### src/rtl/tvbg_sequencer.sv
// Session sequencer for the TV-code playback controller: button debounce,
// start/retry/abort handling, loop gaps and status LEDs.
module tvbg_sequencer #(
  parameter int DEBOUNCE_CYCLES = 120000,
  parameter int GAP_CYCLES      = 3000000,
  parameter int BLINK_CYCLES    = 3000000,
  parameter int MAX_RETRIES     = 2,
  parameter int START_TIMEOUT   = 8
) (
  input  logic       clock_in,
  input  logic       reset_in,
  input  logic       button_in,
  input  logic       loop_in,
  output logic       ctrl_start_out,
  output logic       ctrl_reset_out,
  input  logic       ctrl_busy_in,
  input  logic       ctrl_fail_in,
  output logic       led_busy_out,
  output logic       led_fail_out,
  output logic [7:0] pass_count_out,
  output logic [2:0] state_out
);

  localparam int DB_W  = $clog2(DEBOUNCE_CYCLES + 1);
  localparam int GAP_W = $clog2(GAP_CYCLES + 1);
  localparam int BLK_W = $clog2(BLINK_CYCLES + 1);
  localparam int TO_W  = $clog2(START_TIMEOUT + 1);
  localparam int TM_A  = (GAP_W > BLK_W) ? GAP_W : BLK_W;
  localparam int TM_W  = (TM_A > TO_W) ? TM_A : TO_W;

  localparam logic [DB_W-1:0] DB_LAST  = DB_W'(DEBOUNCE_CYCLES - 1);
  localparam logic [DB_W-1:0] DB_ONE   = DB_W'(1);
  localparam logic [TM_W-1:0] GAP_LAST = TM_W'(GAP_CYCLES - 1);
  localparam logic [TM_W-1:0] BLK_LAST = TM_W'(BLINK_CYCLES - 1);
  localparam logic [TM_W-1:0] TO_LAST  = TM_W'(START_TIMEOUT - 1);
  localparam logic [TM_W-1:0] TM_ONE   = TM_W'(1);
  localparam logic [TM_W-1:0] TM_WAIT  = TM_W'(2);
  localparam logic [3:0]      RETRY_MAX = 4'(MAX_RETRIES);

  typedef enum logic [2:0] {
    S_IDLE      = 3'd0,
    S_START     = 3'd1,
    S_WAIT_BUSY = 3'd2,
    S_RUN       = 3'd3,
    S_GAP       = 3'd4,
    S_RECOVER   = 3'd5,
    S_ABORT     = 3'd6,
    S_FAULT     = 3'd7
  } state_t;

  logic            r_btn_s1, r_btn_s2, r_loop_s1, r_loop_s2;
  logic            r_deb, r_deb_d;
  logic [DB_W-1:0] r_db_cnt;
  logic            w_press;

  state_t          r_state;
  logic [TM_W-1:0] r_timer;
  logic [3:0]      r_retry;
  logic [7:0]      r_pass;
  logic            r_ctrl_rst;
  logic            r_led_fail;

  always_ff @(posedge clock_in or posedge reset_in) begin
    if (reset_in) begin
      r_btn_s1  <= 1'b0;
      r_btn_s2  <= 1'b0;
      r_loop_s1 <= 1'b0;
      r_loop_s2 <= 1'b0;
      r_deb     <= 1'b0;
      r_deb_d   <= 1'b0;
      r_db_cnt  <= '0;
    end else begin
      r_btn_s1  <= button_in;
      r_btn_s2  <= r_btn_s1;
      r_loop_s1 <= loop_in;
      r_loop_s2 <= r_loop_s1;
      r_deb_d   <= r_deb;
      if (r_btn_s2 == r_deb) begin
        r_db_cnt <= '0;
      end else if (r_db_cnt == DB_LAST) begin
        r_deb    <= r_btn_s2;
        r_db_cnt <= '0;
      end else begin
        r_db_cnt <= r_db_cnt + DB_ONE;
      end
    end
  end

  // Only the rising edge of the debounced level counts as a user action.
  assign w_press = r_deb & ~r_deb_d;

  always_ff @(posedge clock_in or posedge reset_in) begin
    if (reset_in) begin
      r_state    <= S_IDLE;
      r_timer    <= '0;
      r_retry    <= 4'd0;
      r_pass     <= 8'd0;
      r_ctrl_rst <= 1'b0;
      r_led_fail <= 1'b0;
    end else begin
      case (r_state)
        S_IDLE: begin
          if (w_press) begin
            r_retry <= 4'd0;
            r_timer <= '0;
            r_state <= S_START;
          end
        end
        S_START: begin
          r_timer <= '0;
          r_state <= S_WAIT_BUSY;
        end
        S_WAIT_BUSY: begin
          if (w_press) begin
            r_timer    <= '0;
            r_ctrl_rst <= 1'b1;
            r_state    <= S_ABORT;
          end else if (ctrl_busy_in) begin
            r_timer <= '0;
            r_state <= S_RUN;
          end else if (r_timer == TO_LAST) begin
            r_timer    <= '0;
            r_ctrl_rst <= 1'b1;
            r_state    <= S_RECOVER;
          end else begin
            r_timer <= r_timer + TM_ONE;
          end
        end
        S_RUN: begin
          r_timer <= '0;
          if (w_press) begin
            r_ctrl_rst <= 1'b1;
            r_state    <= S_ABORT;
          end else if (ctrl_fail_in) begin
            r_ctrl_rst <= 1'b1;
            r_state    <= S_RECOVER;
          end else if (!ctrl_busy_in) begin
            r_pass  <= r_pass + 8'd1;
            r_retry <= 4'd0;
            r_state <= r_loop_s2 ? S_GAP : S_IDLE;
          end
        end
        S_GAP: begin
          if (w_press || !r_loop_s2) begin
            r_timer <= '0;
            r_state <= S_IDLE;
          end else if (r_timer == GAP_LAST) begin
            r_timer <= '0;
            r_state <= S_START;
          end else begin
            r_timer <= r_timer + TM_ONE;
          end
        end
        S_RECOVER, S_ABORT: begin
          // Timer 0..1 covers the two reset cycles; at 2 it holds while busy drains.
          if (r_timer < TM_WAIT) begin
            r_timer <= r_timer + TM_ONE;
            if (r_timer == TM_ONE) r_ctrl_rst <= 1'b0;
          end else if (!ctrl_busy_in) begin
            r_timer <= '0;
            if (r_state == S_ABORT) begin
              r_state <= S_IDLE;
            end else if (r_retry < RETRY_MAX) begin
              r_retry <= r_retry + 4'd1;
              r_state <= S_START;
            end else begin
              r_led_fail <= 1'b1;
              r_state    <= S_FAULT;
            end
          end
        end
        S_FAULT: begin
          if (w_press) begin
            r_retry    <= 4'd0;
            r_led_fail <= 1'b0;
            r_timer    <= '0;
            r_state    <= S_IDLE;
          end else if (r_timer == BLK_LAST) begin
            r_led_fail <= ~r_led_fail;
            r_timer    <= '0;
          end else begin
            r_timer <= r_timer + TM_ONE;
          end
        end
        default: begin
          r_timer <= '0;
          r_state <= S_IDLE;
        end
      endcase
    end
  end

  assign ctrl_start_out = (r_state == S_START);
  assign ctrl_reset_out = r_ctrl_rst;
  assign led_busy_out   = (r_state != S_IDLE) && (r_state != S_FAULT);
  assign led_fail_out   = r_led_fail;
  assign pass_count_out = r_pass;
  assign state_out      = r_state;

endmodule

### config.mk
export PLATFORM = sky130hd
export DESIGN_NAME = tvbg_sequencer
export DESIGN_NICKNAME = d
export VERILOG_FILES = /design/src/rtl/tvbg_sequencer.sv
export SDC_FILE = /design/constraint.sdc
export NUM_CORES = 1
export LEC_CHECK = 0
export BUFFER_PORTS_ARGS = -buffer_cell sky130_fd_sc_hd__buf_4
export CAP_MARGIN = 20
export CORE_UTILIZATION = 65
export DETAILED_ROUTE_END_ITERATION = 16
export PLACE_DENSITY = 0.84
export SLEW_MARGIN = 30
export SYNTH_ARGS = -nofsm -noshare
export SYNTH_HDL_FRONTEND = slang
export SYNTH_SLANG_ARGS = --single-unit
### constraint.sdc
create_clock -name clock_in -period 5.36 [get_ports clock_in]
set_clock_uncertainty 0.15 [all_clocks]
set_input_delay 1.072 -clock clock_in [delete_from_list [all_inputs] [get_ports clock_in]]
set_output_delay 1.072 -clock clock_in [all_outputs]
set_load 0.01 [all_outputs]
Word-level counts from Yosys, hierarchy flattened
Cells that the tools add are included.
Word-level totals
  register bits: 62
  word-level logic and storage cells: 130
Cells by class
  equality and inequality tests: 34
  mux-type cells: 52
  reductions and logical operators: 18
  magnitude comparators: 2
  bitwise logic cells: 7
  add/subtract/negate cells: 4
Operators with widths (number)
  $mux W22: 9
  $pmux W22 S6: 1
  $mux W3: 15
  $mux W17: 2
  $mux W4: 8
  $ne A2 B2 Y1 const B: 12
  $add A22 B1 Y22 const B: 1
  $eq A22 B1 Y1 const B: 1
  $eq A22 B22 Y1 const B: 1
  $eq A22 B3 Y1 const B: 1
  $lt A22 B2 Y1 const B: 1
  $ne A3 B3 Y1 const B: 7
  $pmux W3 S7: 1
  $add A17 B1 Y17 const B: 1
  $eq A17 B17 Y1 const B: 1
  $mux W1: 13
  $eq A3 B3 Y1 const B: 4
  $pmux W4 S3: 1
  $reduce_and A6 Y1: 2
  $reduce_and A9 Y1: 1
  $reduce_bool A3 Y1: 3
  $add A8 B1 Y8 const B: 1
  $ne A4 B4 Y1 const B: 2
  $reduce_and A7 Y1: 1
  other kinds (18): 27

Depth between registers and ports, before layout
Gate-level depths: netlist of run 1.
  depth after elaboration: 6
  mapped depth: 9
  depth with buffers taken out: 7

Least setup slack after synthesis of run 1
OpenSTA, ideal clock, no wires.
  path kind: input port to flip-flop
  from: input port ctrl_busy_in
  to: register r_retry[3]
  path buffers: 2
  setup slack: 2.904 ns
  stages on the path: 8
  setup time: 0.077 ns
  arrival time: 2.229 ns
  path through: clkbuf_1 nand3b_1 nor3_1 a211oi_1 nor4bb_1 buf_2 a41oi_1 a21oi_1
On the way
  longest elaborated chain between the ends: 2
  elaborated cells on any way between the ends: 3
  those cells by class: eq/ne: 2; reduce/logical: 1
RTL lines
  from (decl): RTL line 16  | input logic ctrl_busy_in,
  $ne A2 B2 Y1 (no source line)
  $reduce_and A9 Y1 (no source line) *
  to (signal assigned): RTL line 164  | r_retry <= r_retry + 4'd1;
  to (decl): RTL line 58  | logic [3:0] r_retry;
Every way passes the cells marked *; elsewhere a longest branch is shown, timed or not.
A chain may end at the register's enable or synchronous reset.

Worst setup path in the final report of run 1
  from: register r_timer[0]
  to: register r_timer[7]
On the way
  longest elaborated chain between the ends: 5
  elaborated cells on any way between the ends: 14
  those cells by class: add/sub: 1; order compare: 1; eq/ne: 3; mux: 8; reduce/logical: 1
RTL lines
  from (decl): RTL line 57  | logic [TM_W-1:0] r_timer;
  from (signal assigned): RTL line 126  | r_timer <= r_timer + TM_ONE;
  from (signal assigned): RTL line 151  | r_timer <= r_timer + TM_ONE;
  from (signal assigned): RTL line 157  | r_timer <= r_timer + TM_ONE;
  $add A22 B1 Y22 / $eq A22 B3 Y1 (equally long branches)
  $mux W22: RTL line 121  | end else if (r_timer == TO_LAST) begin
  $mux W22: RTL line 118  | end else if (ctrl_busy_in) begin
  $mux W22: RTL line 114  | if (w_press) begin
  $pmux W22 S6: RTL line 101  | case (r_state)
Several ways; a longest one is shown, not always the timed one.

==> results of run 1 <==
## how the worst max path moves through the flow
stage | to | slack [ns] | depth (start not counted)
global route | r_timer[4] | 2.23 | 7
detailed placement | r_retry[3] | 2.13 | 7
finish | r_timer[7] | 2.42 | 7
floorplan | ctrl_reset_out | 2.60 | 1
CTS | r_retry[3] | 2.33 | 6
global placement | r_retry[3] | 2.27 | 7
## per-stage QoR
step           std cells  setup slack (ns)  utilization  area [µm²]
4_1_cts              482              2.33        0.749        3870
3_5_place_dp         466              2.13        0.711        3680
5_1_grt              482              2.23        0.750        3880
6_report             482              2.42        0.750        3880
3_3_place_gp         466              2.27        0.711        3680
2_1_floorplan        394              2.60            -        3520
## placed cells by master, fill, tap and decap left out, types with 7 or more instances in the layout
| master | count |
|---|---|
| o22ai_1 | 7 |
| and3_1 | 7 |
| xor2_1 | 16 |
| nand3_1 | 20 |
| nand4_1 | 12 |
| clkbuf_8 | 9 |
| xnor2_1 | 14 |
| nor2b_1 | 7 |
| a21oi_1 | 8 |
| nor2_1 | 44 |
| a22oi_1 | 7 |
| dfrtp_1 | 62 |
| nor3_1 | 14 |
| o21ai_1 | 11 |
| buf_4 | 22 |
| o211ai_1 | 8 |
| nand2_1 | 58 |
| inv_1 | 9 |
## synthesized netlist by cell type, types with 5 or more instances
cell type,number
o211ai_1,8
nor2b_1,7
inv_1,10
nand4_1,12
buf_2,15
nor2_1,44
nand3_1,20
nor3_1,14
o22ai_1,7
o21ai_1,11
nor4_1,5
a21oi_1,8
clkbuf_1,5
a22oi_1,7
and3_1,7
dfrtp_1,62
ha_1,5
or3_1,5
xor2_1,16
xnor2_1,14
nand2_1,58
## state kept, by name, summed over array words and instances (netlist names)
register,cells
ctrl_reset_out,1
led_fail_out,1
pass_count_out,8
r_btn_s1,1
r_btn_s2,1
r_db_cnt,17
r_deb,1
r_deb_d,1
r_loop_s1,1
r_loop_s2,1
r_retry,4
r_timer,22
state_out,3
## per-layer routing
layer / share of wire / routed length (µm) / vias up
met3: 0.043 / 309 / 15
li1: - / - / 1420
met4: 0.015 / 109 / 0
met5: 0 / 0 / -
met2: 0.49 / 3510 / 73
met1: 0.46 / 3300 / 1415
## final cells by class
cell class / instances / area (µm²) / share of cell area
timing repair buffer: 22 / 165 / 0.0426
clock buffer: 9 / 124 / 0.0319
sequential: 62 / 1550 / 0.400
clock inverter: 7 / 73.8 / 0.0190
tap: 70 / 87.6 / 0.0226
inverter: 10 / 37.5 / 0.00967
multi-input combinational: 302 / 1840 / 0.475
## power breakdown
| group | switching [W] | leakage [nW] | internal (W) |
|---|---|---|---|
| Sequential | 0.00000277 | 0.761 | 0.000471 |
| Combinational | 0.0000159 | 0.836 | 0.00000635 |
| Clock | 0.000195 | 0.0996 | 0.000216 |
| Total | 0.000214 | 1.70 | 0.000693 |
## logic make-up (layout without fill, tap and decap cells)
family          count (synthesis)  count (layout)  synth area share
compound gates                 64              64             0.127
simple gates                  196             196             0.280
fa+ha+maj                       5               5            0.0178
buf+inv                        30              48            0.0373
xor+xnor                       30              30            0.0747
mux                             7               7            0.0217
flops                          62              62             0.441
==> summary.txt, run 1 <==
Syn_nets: 405
Max_slew headroom: 0.448
Net count, final: 418
CTS Hold Bufs: 0
Met1 usage: 0.356
Post-CTS setup buffers: 0
Initial Util: 0.680
Core Region: 0.00517 mm²
Remaining Overflow, GRT: 0
Post-synthesis sequential area ratio: 0.441
Slew @ Worst Pin: 0.827 ns
Critical R2R Launch: r_timer[0]
First-pass GRT wire length: 11800 µm
Post-CTS resize count: 0
Reg2reg setup slack: 2.42 ns
WL final: 7230 µm
Ys Warns: 0
CTS tree: built
Synth Register Bits: 62
Layout cells sized above 1: 0.129
Synth area leaders: dfrtp_1 (44%), nand2_1 (6.2%), nor2_1 (4.7%), xor2_1 (4.0%), xnor2_1 (3.5%)
Clock buffer depth: 2
Initial antenna violation count: 0
Max Slew Vio Count: 0
Crit-path cells: ha_1, nand3_2, nor2_2, nand4_1, a221o_1, nor2_2, o211ai_1
Ant. Diodes: 0
Count of different cell masters after synthesis: 57
Number of cell rows: 26
Ys flop type: dfrtp_1
Iteration-0 DRC Markers: 217
Slowest cell on crit path: a221o_1
CP dominant cell by count: nor2_2
RD Place Congestion: 0.844
Ports: 21
Final setup viols: 0
Worst VDD drop: 0.361 mV
CP arrival: 2.98 ns
Design Power: 0.000907 W
Post-DRT Antenna Nets: 0
Area Growth Syn to Fin: 10.3%
Worst Path Max Fanout: 21
Setup CP Type: reg -> reg
WL per Instance: 15.0 µm
Cells after synthesis: 394
Remaining DRCs: 0
Post-route minimum period: 2.94 ns
Hpwl dp: 4810 µm
Total CTS buffers: 9
Power per cell area: 234 mW/mm²
Clock root cell: clkbuf_8
WHS: 0.209 ns
Die height: 75.6 µm
Vias in the first global route: 2628
Crit share post-route: 0.548
Min-delay src: r_btn_s1
Avg Cell Area, Syn: 8.93 µm²
Initial DRT Pass Iterations: 4
Status: finished, final reports clean
Total number of vias: 2923
M3 GR Usage: 0.0899
Skew-Pair Late Insertion Delay: 0.34 ns
Gr busiest metal: met2
CP startpoint kind: flip-flop
Delay of the slowest cell on the worst path: 0.66 ns
Die X-Extent: 75.6 µm
Number of fill cells: 381
Ys async rst share: 1.00
RSZ-0062 raised after global routing: no
CP Launch Point: r_timer[0]
PortBufs: 20
Worst Hold Endpoint: r_btn_s2
Setup TNS: 0 ns
Synthesized area: 0.00352 mm²
Area leader, netlist: dfrtp_1
FF-to-FF End: r_timer[7]
Final hold vios: 0
Leak pwr: 1.70 nW
Htree depth: 3
Overall routing resource usage: 0.278
Critical Path RT: 5.41 ns
Die area: 0.00571 mm²
CP top delay family: simple AND/OR/NAND/NOR gates
CP endpoint kind: flip-flop
Worst min path class: reg -> reg
Reg2reg path depth: 7
Max-Cap Viols: 0
Post-synth EDFFs: 0
Post-synth top area share: 0.441
Num Clock Sinks: 62
Routing usage on met2: 0.452
Hold Path Depth: 0
CP bufs+invs: 0
Max Freq: 340 MHz
Vias/cell: 6.06
Largest net degree at the start of global routing: 63
Worst-path clk slew: 0.07 ns
No activity file was read; power rests on OpenSTA's default activity.
==> run 2, diff against run 1 <==
--- a/config.mk
+++ b/config.mk
@@ -7,9 +7,9 @@
 export LEC_CHECK = 0
 export BUFFER_PORTS_ARGS = -buffer_cell sky130_fd_sc_hd__buf_4
 export CAP_MARGIN = 20
-export CORE_UTILIZATION = 65
+export CORE_UTILIZATION = 61
 export DETAILED_ROUTE_END_ITERATION = 16
-export PLACE_DENSITY = 0.84
+export PLACE_DENSITY = 0.8
 export SLEW_MARGIN = 30
 export SYNTH_ARGS = -nofsm -noshare
 export SYNTH_HDL_FRONTEND = slang
==> constraint.sdc (replaced) <==
create_clock -name clock_in -period 3 [get_ports clock_in]
set_clock_uncertainty 0.15 [all_clocks]
set_input_delay 0.6 -clock clock_in [delete_from_list [all_inputs] [get_ports clock_in]]
set_output_delay 0.6 -clock clock_in [all_outputs]
set_load 0.01 [all_outputs]
==> summary.txt, run 2 (synthesized netlist as in run 1, its figures left out) <==
CTS Hold Bufs: 0
Routing usage on met2: 0.466
Max Freq: 375 MHz
Post-CTS setup buffers: 0
Area of the multi-input gates: 0.00185 mm²
Num Clock Sinks: 62
WL per Instance: 16.0 µm
RSZ-0062 raised after global routing: no
Ant. Diodes: 0
First-pass GRT wire length: 13100 µm
Die X-Extent: 77.9 µm
Worst-path clk slew: 0.07 ns
Slew @ Worst Pin: 0.714 ns
Crit share post-route: 0.890
Post-DRT Antenna Nets: 0
Hpwl dp: 5300 µm
Post-route minimum period: 2.67 ns
Gr busiest metal: met2
Worst min path class: in -> async
Die height: 77.9 µm
CP startpoint kind: flip-flop
CP arrival: 2.72 ns
M3 GR Usage: 0.0741
Max_slew headroom: 0.520
Area Growth Syn to Fin: 10.5%
Remaining Overflow, GRT: 0
Number of fill cells: 426
Power per cell area: 387 mW/mm²
Met1 usage: 0.364
Initial DRT Pass Iterations: 5
Ports: 21
Worst Path Max Fanout: 9
Initial antenna violation count: 0
Worst slack, placed: 0.246 ns
Layout cells sized above 1: 0.126
Clock root cell: clkbuf_8
Reg2reg setup slack: 0.33 ns
Setup CP Type: reg -> reg
PortBufs: 20
CP endpoint kind: flip-flop
Vias/cell: 6.12
Largest net degree at the start of global routing: 63
RD Place Congestion: 0.935
Remaining DRCs: 0
Critical Path RT: 3.05 ns
Setup WS post-layout: 0.330 ns
Htree depth: 3
Total number of vias: 2975
Worst VDD drop: 0.254 mV
Overall routing resource usage: 0.282
Total CTS buffers: 9
Max-Cap Viols: 0
Most frequent cells in the layout: dfrtp_1 (62), nand2_1 (58), nor2_1 (44)
Vias in the first global route: 2749
Initial Util: 0.635
Largest reg by FF count: r_timer
CTS tree: built
Clock buffer depth: 2
Core Region: 0.00554 mm²
FF+latch area: 0.00155 mm²
Iteration-0 DRC Markers: 281
Commonest non-fill, non-tap cell in the layout: dfrtp_1
Max Slew Vio Count: 0
Skew-Pair Late Insertion Delay: 0.34 ns
Net count, final: 422
Post-CTS resize count: 0
Leak pwr: 1.70 nW
Number of cell rows: 27
Final hold vios: 0
Die area: 0.00608 mm²
Setup TNS: 0 ns
Final setup viols: 0
WL final: 7790 µm
Max FFs per register: 22
Status: finished, final reports clean
run 2: cell types whose count changed in the layout (fill, tap and decap cells not counted), sizes merged:
cell	change
buf	+4
clkbuf	+3
clkinv	-2
bufinv	-1
clkinvlp	-1
inv	-1
run 2: layer usage:
metal | wire length [µm] | vias up
met4 | 108 | 0
met5 | 0 | -
met3 | 465 | 13
li1 | - | 1426
met2 | 3830 | 115
met1 | 3390 | 1421
run 2: per-stage QoR:
step / power (W) / util / hold slack [ns] / std cells / area, µm²
global placement: 0.000904 / 0.672 / 0.197 / 472 / 3720
detailed placement: 0.000906 / 0.672 / 0.192 / 472 / 3720
floorplan: 0.000888 / - / 0.181 / 394 / 3520
global route: 0.00156 / 0.702 / 0.196 / 486 / 3890
CTS: 0.00152 / 0.700 / 0.195 / 486 / 3880
finish: 0.00150 / 0.702 / 0.189 / 486 / 3890
run 2: worst max-delay path, stage by stage, from the launching register on:
cell,delay [ns]
dfrtp_1,0.43
ha_1,0.25
nand3_2,0.15
nor2_2,0.30
nand4_1,0.19
a221o_1,0.52
nor2_2,0.39
o211ai_1,0.15
run 2: final timing paths:
kind                       startpoint          end  cells after the start
max                        r_timer[0]   r_timer[5]                      7
min                          reset_in   r_retry[3]                      3
max reg2reg                r_timer[0]   r_timer[5]                      7
min reg2reg                 r_loop_s1    r_loop_s2                      0
max in group asynchronous    reset_in  r_timer[14]                      3
min in group clock_in       r_loop_s1    r_loop_s2                      0
run 2: cell type report:
cell class	count	area share
Multi-Input combinational cell	302	0.475
Sequential cell	62	0.399
Timing Repair Buffer	26	0.0534
Clock buffer	12	0.0373
Tap cell	72	0.0232
Inverter	10	0.00965
Clock inverter	2	0.00257
run 2: power by group:
part	internal (W)	switching, W
combinational	0.0000132	0.0000298
sequential	0.000842	0.00000473
clock	0.000311	0.000304
total	0.00117	0.000338
==> run 3, diff against run 2 <==
--- a/config.mk
+++ b/config.mk
@@ -7,9 +7,9 @@
 export LEC_CHECK = 0
 export BUFFER_PORTS_ARGS = -buffer_cell sky130_fd_sc_hd__buf_4
 export CAP_MARGIN = 20
-export CORE_UTILIZATION = 61
+export CORE_UTILIZATION = 55
 export DETAILED_ROUTE_END_ITERATION = 16
-export PLACE_DENSITY = 0.8
+export PLACE_DENSITY = 0.76
 export SLEW_MARGIN = 30
 export SYNTH_ARGS = -nofsm -noshare
 export SYNTH_HDL_FRONTEND = slang
==> constraint.sdc (replaced) <==
create_clock -name clock_in -period 2.4 [get_ports clock_in]
set_clock_uncertainty 0.15 [all_clocks]
set_input_delay 0.48 -clock clock_in [delete_from_list [all_inputs] [get_ports clock_in]]
set_output_delay 0.48 -clock clock_in [all_outputs]
set_load 0.01 [all_outputs]
==> summary.txt, run 3 (synthesized netlist as in run 1, its figures left out) <==
Most frequent cells in the layout: nand2_1 (58), dfrtp_1 (58), buf_4 (51)
Die X-Extent: 82.0 µm
Remaining Overflow, GRT: 0
Clock buffer depth: 2
Worst slack, placed: 0.0625 ns
Ant. Diodes: 0
Initial antenna violation count: 0
Remaining DRCs: 0
CP startpoint kind: flip-flop
Iteration-0 DRC Markers: 193
WL final: 7700 µm
Critical Path RT: 2.47 ns
Slew @ Worst Pin: 0.453 ns
Post-route minimum period: 2.30 ns
Vias/cell: 5.87
Gate power share: 0.024
Vias in the first global route: 2816
Setup WS post-layout: 0.0974 ns
Core Region: 0.00606 mm²
Overall routing resource usage: 0.251
Reg2reg path depth: 6
Htree depth: 3
RSZ-0062 raised after global routing: yes
P_sw: 0.000470 W
Net count, final: 449
CP endpoint: state_out[1]
CTS tree: built
CP arrival: 2.37 ns
Max_slew headroom: 0.696
Total number of vias: 3043
Area Growth Syn to Fin: 20.0%
Initial Util: 0.581
Worst VDD drop: 0.403 mV
Num Clock Sinks: 62
Critical R2R Launch: r_timer[11]
Worst Path Max Fanout: 5
Final hold vios: 0
Number of cell rows: 28
Worst-path clk slew: 0.08 ns
Worst min path class: in -> async
Placed Area: 0.00393 mm²
Leak pwr: 1.87 nW
Max Freq: 434 MHz
Max-Cap Viols: 0
Layout cells sized above 1: 0.205
Number of fill cells: 443
Post-route cell area: 0.00422 mm²
Reg2reg setup slack: 0.1 ns
Clock root cell: clkbuf_8
Total CTS buffers: 9
Skew-Pair Late Insertion Delay: 0.34 ns
CP Launch Point: r_timer[11]
Ports: 21
Initial DRT Pass Iterations: 4
Max FFs per register: 22
FF-to-FF End: state_out[1]
Post-DRT Antenna Nets: 0
WL per Instance: 14.9 µm
Int Pwr: 0.00169 W
Max Slew Vio Count: 0
Setup CP Type: reg -> reg
WHS: 0.0696 ns
Design Power: 0.00216 W
Die height: 82.0 µm
PortBufs: 20
Non-Filler Instances: 518
Crit share post-route: 0.959
Final setup viols: 0
Switching share of total power: 0.218
Clock share of power: 0.486
Largest reg by FF count: r_timer
Power per cell area: 511 mW/mm²
CP endpoint kind: flip-flop
Hpwl dp: 5420 µm
Status: finished, final reports clean
First-pass GRT wire length: 12700 µm
Largest net degree at the start of global routing: 63
RD Place Congestion: 0.845
Sequential power share: 0.490
Die area: 0.00672 mm²
Placed cells: 500
run 3: cell count changes in the layout (fill, tap and decap cells not counted), sizes merged:
cell,before,now
clkinvlp,0,1
buf,26,53
inv,10,11
clkbuf,12,10
bufinv,0,2
run 3: final cells by class:
type | count | area (µm²) | area share
repair buffers | 53 | 423 | 0.100
flip-flops and latches | 62 | 1560 | 0.369
clock buffers | 10 | 138 | 0.0326
inverters | 10 | 37.5 | 0.00889
well taps | 75 | 93.8 | 0.0222
multi-input cells | 302 | 1880 | 0.445
clock inverters | 6 | 93.8 | 0.0222
run 3: metrics by stage:
| stage | utilization | TNS [ns] |
|---|---|---|
| finish | 0.697 | 0 |
| detailed placement | 0.648 | 0 |
| floorplan | - | 0 |
| CTS | 0.686 | 0 |
| global placement | 0.648 | 0 |
| global route | 0.697 | -0.00598 |
run 3: routing by layer:
| layer | global-route usage | vias to the layer above | wire (µm) |
|---|---|---|---|
| met5 | 0 | - | 0 |
| met4 | 0.0860 | 0 | 116 |
| met3 | 0.0689 | 12 | 382 |
| met2 | 0.419 | 91 | 3740 |
| met1 | 0.312 | 1461 | 3460 |
| li1 | - | 1479 | - |
run 3: worst min-delay path by stage:
| stage | end | slack (ns) | depth (start not counted) | start |
|---|---|---|---|---|
| floorplan | r_btn_s2 | 0.18 | 0 | r_btn_s1 |
| global placement | r_btn_s2 | 0.18 | 0 | r_btn_s1 |
| detailed placement | r_loop_s2 | 0.19 | 0 | r_loop_s1 |
| CTS | pass_count_out[1] | 0.07 | 3 | reset_in |
| global route | pass_count_out[1] | 0.08 | 3 | reset_in |
| finish | pass_count_out[1] | 0.07 | 3 | reset_in |
run 3: repair_timing:
action | 4_1_cts | 5_1_grt
buffers inserted | 0 | 2
resized for setup | 0 | 11
hold buffers | 0 | 0
hold endpoints to repair | 0 | 0
setup endpoints to repair | 0 | 26
run 3: power by group through the flow:
stage                     clock, W  sequential [W]  combinational (W)
after global routing       0.00112         0.00106          0.0000619
after floorplan                  0         0.00108          0.0000335
after CTS                  0.00107         0.00106          0.0000539
after detailed placement         0         0.00108          0.0000537
after global placement           0         0.00108          0.0000523
final                      0.00105         0.00106          0.0000528
run 3: critical path: stages, from the launching register on:
cell     delay, ns
dfrtp_1       0.41
nor4_4        0.35
nand3_2       0.20
o31ai_4       0.33
o32ai_4       0.16
nor3_4        0.23
mux2_1        0.35
